File: src/rtl/countdown_phase_sequencer.sv
// Sequences a 5-to-0 countdown stage through stage B, stage V and done, counting 1->0 laps.
// Moore outputs from registered state; faults are sticky until cleared with the fault source gone.
module countdown_phase_sequencer #(
  parameter int unsigned LAPS_B = 2,
  parameter int unsigned LAPS_V = 3
) (
  input  logic       clock,
  input  logic       reset,
  input  logic       start,
  input  logic       pause_req,
  input  logic       error_in,
  input  logic       clear,
  input  logic [3:0] bcd,
  output logic       bs,
  output logic       vs,
  output logic       pause_o,
  output logic       error_o,
  output logic [2:0] phase,
  output logic [3:0] lap_count,
  output logic       done
);

  localparam logic [2:0] ST_IDLE   = 3'd0;
  localparam logic [2:0] ST_B      = 3'd1;
  localparam logic [2:0] ST_V      = 3'd2;
  localparam logic [2:0] ST_PAUSED = 3'd3;
  localparam logic [2:0] ST_FAULT  = 3'd4;
  localparam logic [2:0] ST_DONE   = 3'd5;

  localparam logic [3:0] TARGET_B = 4'(LAPS_B);
  localparam logic [3:0] TARGET_V = 4'(LAPS_V);

  logic [2:0] state_q, state_d;
  logic [2:0] ret_q, ret_d;
  logic [3:0] lap_q, lap_d;
  logic [3:0] prev_bcd_q;

  logic       in_stage;
  logic       lap_tick;
  logic       bad_bcd;
  logic       last_lap;
  logic [3:0] laps_target;

  assign in_stage    = (state_q == ST_B) || (state_q == ST_V);
  assign lap_tick    = in_stage && (prev_bcd_q == 4'd1) && (bcd == 4'd0);
  assign bad_bcd     = in_stage && (bcd > 4'd5);
  assign laps_target = (state_q == ST_V) ? TARGET_V : TARGET_B;
  assign last_lap    = (lap_q + 4'd1) == laps_target;

  always_ff @(posedge clock or posedge reset) begin
    if (reset) begin
      state_q    <= ST_IDLE;
      ret_q      <= ST_B;
      lap_q      <= 4'd0;
      prev_bcd_q <= 4'd0;
    end else begin
      state_q    <= state_d;
      ret_q      <= ret_d;
      lap_q      <= lap_d;
      prev_bcd_q <= bcd;
    end
  end

  always_comb begin
    state_d = state_q;
    ret_d   = ret_q;
    lap_d   = lap_q;
    case (state_q)
      ST_IDLE: begin
        if (error_in) begin
          state_d = ST_FAULT;
        end else if (start) begin
          state_d = ST_B;
          lap_d   = 4'd0;
        end
      end
      ST_B, ST_V: begin
        if (error_in || bad_bcd) begin
          state_d = ST_FAULT;
        end else if (pause_req) begin
          state_d = ST_PAUSED;
          ret_d   = state_q;
        end else if (lap_tick) begin
          if (last_lap) begin
            state_d = (state_q == ST_B) ? ST_V : ST_DONE;
            lap_d   = 4'd0;
          end else begin
            lap_d = lap_q + 4'd1;
          end
        end
      end
      ST_PAUSED: begin
        // The counter restarts from 0 on resume, so the partial lap is simply dropped.
        if (error_in) begin
          state_d = ST_FAULT;
        end else if (!pause_req) begin
          state_d = ret_q;
        end
      end
      ST_FAULT: begin
        if (clear && !error_in) begin
          state_d = ST_IDLE;
          lap_d   = 4'd0;
        end
      end
      ST_DONE: begin
        state_d = ST_IDLE;
      end
      default: begin
        state_d = ST_FAULT;
      end
    endcase
  end

  always_comb begin
    bs        = (state_q == ST_B);
    vs        = (state_q == ST_V);
    pause_o   = (state_q == ST_PAUSED);
    error_o   = (state_q == ST_FAULT);
    done      = (state_q == ST_DONE);
    phase     = state_q;
    lap_count = lap_q;
  end

endmodule

File: config.mk
export PLATFORM = sky130hd
export DESIGN_NAME = countdown_phase_sequencer
export DESIGN_NICKNAME = d
export VERILOG_FILES = /design/src/rtl/countdown_phase_sequencer.sv
export SDC_FILE = /design/constraint.sdc
export NUM_CORES = 1
export LEC_CHECK = 0
export ABC_AREA = 1
export CAP_MARGIN = 5
export CORE_AREA = 4 4 68 70
export CTS_CLUSTER_SIZE = 16
export DETAILED_ROUTE_END_ITERATION = 7
export DIE_AREA = 0 0 72 74
export PLACE_DENSITY = 0.46
export SYNTH_ARGS = -nofsm -noshare
export SYNTH_HDL_FRONTEND = slang
export SYNTH_SLANG_ARGS = --single-unit
export TNS_END_PERCENT = 50
File: constraint.sdc
create_clock -name clock -period 1.3 [get_ports clock]
set_clock_uncertainty 0.05 [all_clocks]
set_input_delay 0.195 -clock clock [delete_from_list [all_inputs] [get_ports clock]]
set_output_delay 0.195 -clock clock [all_outputs]
set_load 0.05 [all_outputs]
==> run_results.csv <==
group,metric,value,unit
cells_and_area,final.fill_count,393,
die,design.core.area,0.00397,mm²
synthesis,post_synth_inst_count,154,
sta,final.period_utilization,114,%
place,gp_congestion,0.815,
global_route,grt_use_total,10.8,%
synthesis,synth_area_leader_cell,"dfrtp_1",
clocking,cts_root_buf,"clkbuf_8",
status,status,"finished with violations",
cells_and_area,multi_input_comb_area,662,µm²
setup_path,r2r_slack,-0.17,ns
min_path,timing.hold.worst.class,"primary input to flip-flop",
setup_path,crit_start,"phase[2]$_DFFE_PP0P_",
detailed_routing,post_drt_via_cell_ratio,4.24,
cells_and_area,final_util,48.7,%
cells_and_area,area_growth_syn_to_layout,96.1,%
setup_path,worst-endpoint-arrival,1.24,ns
sta,setup_violations,14,
flow_run,cap_violations,0,
sta,layout_setup_ws,-0.187,ns
die,std_cell_rows,23,
sta,max_freq,673,MHz
cells_and_area,instances_no_fill,265,
place,dp.cells,255,
clocking,clk-insertion-delay-late,0.25,ns
power_and_ir_drop,pwr_density_cell,1710,mW/mm²
clocking,htreeDepth,1,
detailed_routing,wire_per_inst,10.7,µm
synthesis,yosysTopAreaCellShare,33.0,%
setup_path,worstSetupEndpointType,"output pin",
die,io_pins,22,
power_and_ir_drop,report.power.total,3.32,mW
clocking,cts_buffers,3,
detailed_routing,totalWireLength,2.84,mm
global_route,grt_pass1_vias,1071,
sta,report.final.hold_viol_count,0,
sta,setup-tns-final,-1.94,ns
place,total_of_buffers_placed_on_input_and_output_ports,21,
power_and_ir_drop,cellLeakagePower,0.932,nW
clocking,tritoncts,"yes",
global_route,number_of_antenna_violations_at_the_first_check_in_global_routing,0,
global_route,grt_start_max_net_pins,15,
synthesis,syn-mean-instance-area,6.41,µm²
setup_path,critical_path_required,1.05,ns
clocking,clk_path_buf_depth,2,
synthesis,synth_seq_area_share,35.6,%
sta,drv_slew,0,
detailed_routing,drt-pass1-iter-count,4,
detailed_routing,number_of_design_rule_violations_left_by_the_first_detailed_router_iteration,41,
global_route,grt_first_pass_wirelength,4.60,mm
cells_and_area,drive_gt1_share,46.5,%
clocking,cts_hold_repair.buffers,0,
cells_and_area,n_antenna_cell,0,
synthesis,mappedNetlistNets,165,
sta,fin_crit,1.49,ns
synthesis,post_synth_instance_area,987,µm²
synthesis,synthDistinctLibCells,21,
die,die_width,72,µm
synthesis,synth-seq-cells,14,
power_and_ir_drop,irDropWorstVdd,1.10,mV
place,dp.final_hpwl,2.19,mm
sta,relSlewSlack,82.7,%
setup_path,worstReg2RegStart,"lap_count[0]$_DFFE_PP0P_",
status,failed_checks,"setup timing",
cells_and_area,design.final.nets,227,
clocking,clk_pin_slew_worst_paths,0.06,ns
setup_path,crit_path_start_kind,"flip-flop",
setup_path,timing_worst_setup_path_type,"flip-flop to output pin",
setup_path,cp_max_fo,3,
detailed_routing,vias,1124,
synthesis,synth.yosys.warnings,0,
die,die_area,0.00533,mm²
sta,worstMarginPinSlew,0.257,ns
global_route,grt_overflow_total,0,
detailed_routing,drc_errors,0,
clocking,cts_num_sinks,14,
synthesis,ys_top_cells_by_area,"dfrtp_1 33%, nand2_1 20%, inv_1 9.5%",
cells_and_area,area_of_all_sequential_standard_cells,358,µm²
place,dpl_worst_slack,-0.324,ns
min_path,min-delay-start,"bcd[1]",
detailed_routing,final_antenna_net_count,0,
sta,grt_setup_unrepaired,"yes",
die,start_util,24.9,%
die,die_y,74,µm
==> worst max-delay path, stage by stage (launching register included) <==
cell,delay [ns]
dfrtp_2,0.42
inv_4,0.09
buf_6,0.12
nand3_4,0.08
inv_4,0.07
buf_6,0.09
buf_12,0.12
==> cell usage in the layout, fill, tap and decap left out <==
cell type         n
o21a_1            1
clkbuf_8          4
nand2_8           1
dfrtp_1           8
inv_2             3
nor2_1           11
o21ai_2           2
nand2_1          46
nand4_1           1
nand3_1          12
nor2_2            4
nand2_4           3
nand3_2           3
dfrtp_2           5
ha_4              1
inv_4             5
nand2_2           6
inv_6             1
buf_12           13
o21ai_1           2
inv_1            20
nor2_4            3
buf_4            25
dfstp_2           1
o21ai_0           4
clkinvlp_4        1
clkdlybuf4s50_1   8
o31ai_1           1
buf_6            11
a21oi_2           3
nand3_4           5
dlymetal6s2s_1    1
==> layout make-up <==
cell class / instances / area share (%)
clock buffers: 4 / 2.84
inverters: 30 / 6.92
multi-input cells: 109 / 34.2
flip-flops and latches: 14 / 18.5
well taps: 50 / 3.23
repair buffers: 58 / 34.3
==> flip-flops by register name, summed over array words and instances (netlist names) <==
register / flops
phase: 3
prev_bcd_q: 4
ret_q: 3
lap_count: 4
==> Yosys cell counts, drive strengths merged <==
cell    count
a21oi       3
clkbuf      1
dfrtp      13
dfstp       1
ha          1
inv        30
nand2      56
nand3      20
nand4       1
nor2       18
o21a        1
o21ai       8
o31ai       1
==> path summary, 6_finish.rpt <==
path	cells past startpoint	to
max reg2reg	8	phase[0]$_DFFE_PP0P_
max	6	pause_o
min in group asynchronous	3	ret_q[2]$_DFFE_PP0P_
max in group asynchronous	3	ret_q[0]$_DFFE_PP1P_
min reg2reg	1	ret_q[2]$_DFFE_PP0P_
min	1	prev_bcd_q[1]$_DFF_PP0_
==> cells by family after synthesis <==
family	after synthesis	share of synthesized area, %
AO/OA/AOI/OAI	13	7.48
flip-flops	14	35.6
adder cells (fa/ha/maj)	1	1.27
AND/OR/NAND/NOR	95	43.7
buffers and inverters	31	11.9
==> stage by stage <==
| step | hold WS [ns] | area (µm²) |
|---|---|---|
| after floorplan | 0.0332 | 1020 |
| after global placement | 0.432 | 1650 |
| after detailed placement | 0.439 | 1650 |
| after CTS | 0.202 | 1760 |
| after global routing | 0.118 | 1940 |
| final | 0.113 | 1940 |
==> power by group <==
part           switching [mW]  leakage (nW)  internal [mW]  total, mW
clock                   0.172        0.0288          0.269      0.441
combinational            1.22         0.735           1.03       2.25
sequential             0.0767         0.168          0.552      0.628
total                    1.47         0.932           1.85       3.32
==> per-layer routing <==
metal | wire length [µm] | up-vias | GRT usage [%]
met5 | 0 | - | 0
met4 | 19 | 0 | 2.30
met3 | 80 | 4 | 1.49
met2 | 1500 | 20 | 19.6
met1 | 1240 | 506 | 13.9
li1 | - | 594 | -
==> what timing repair did <==
| action | 4_1_cts | 5_1_grt |
|---|---|---|
| gates resized for setup | 14 | 36 |
| cloned | 0 | 0 |
| pin swaps | 1 | 17 |
| buffers inserted | 1 | 5 |
| endpoints found under the setup margin | 14 | 15 |
| endpoints found under the hold margin | 0 | 0 |
No activity file was read; power rests on OpenSTA's default activity.
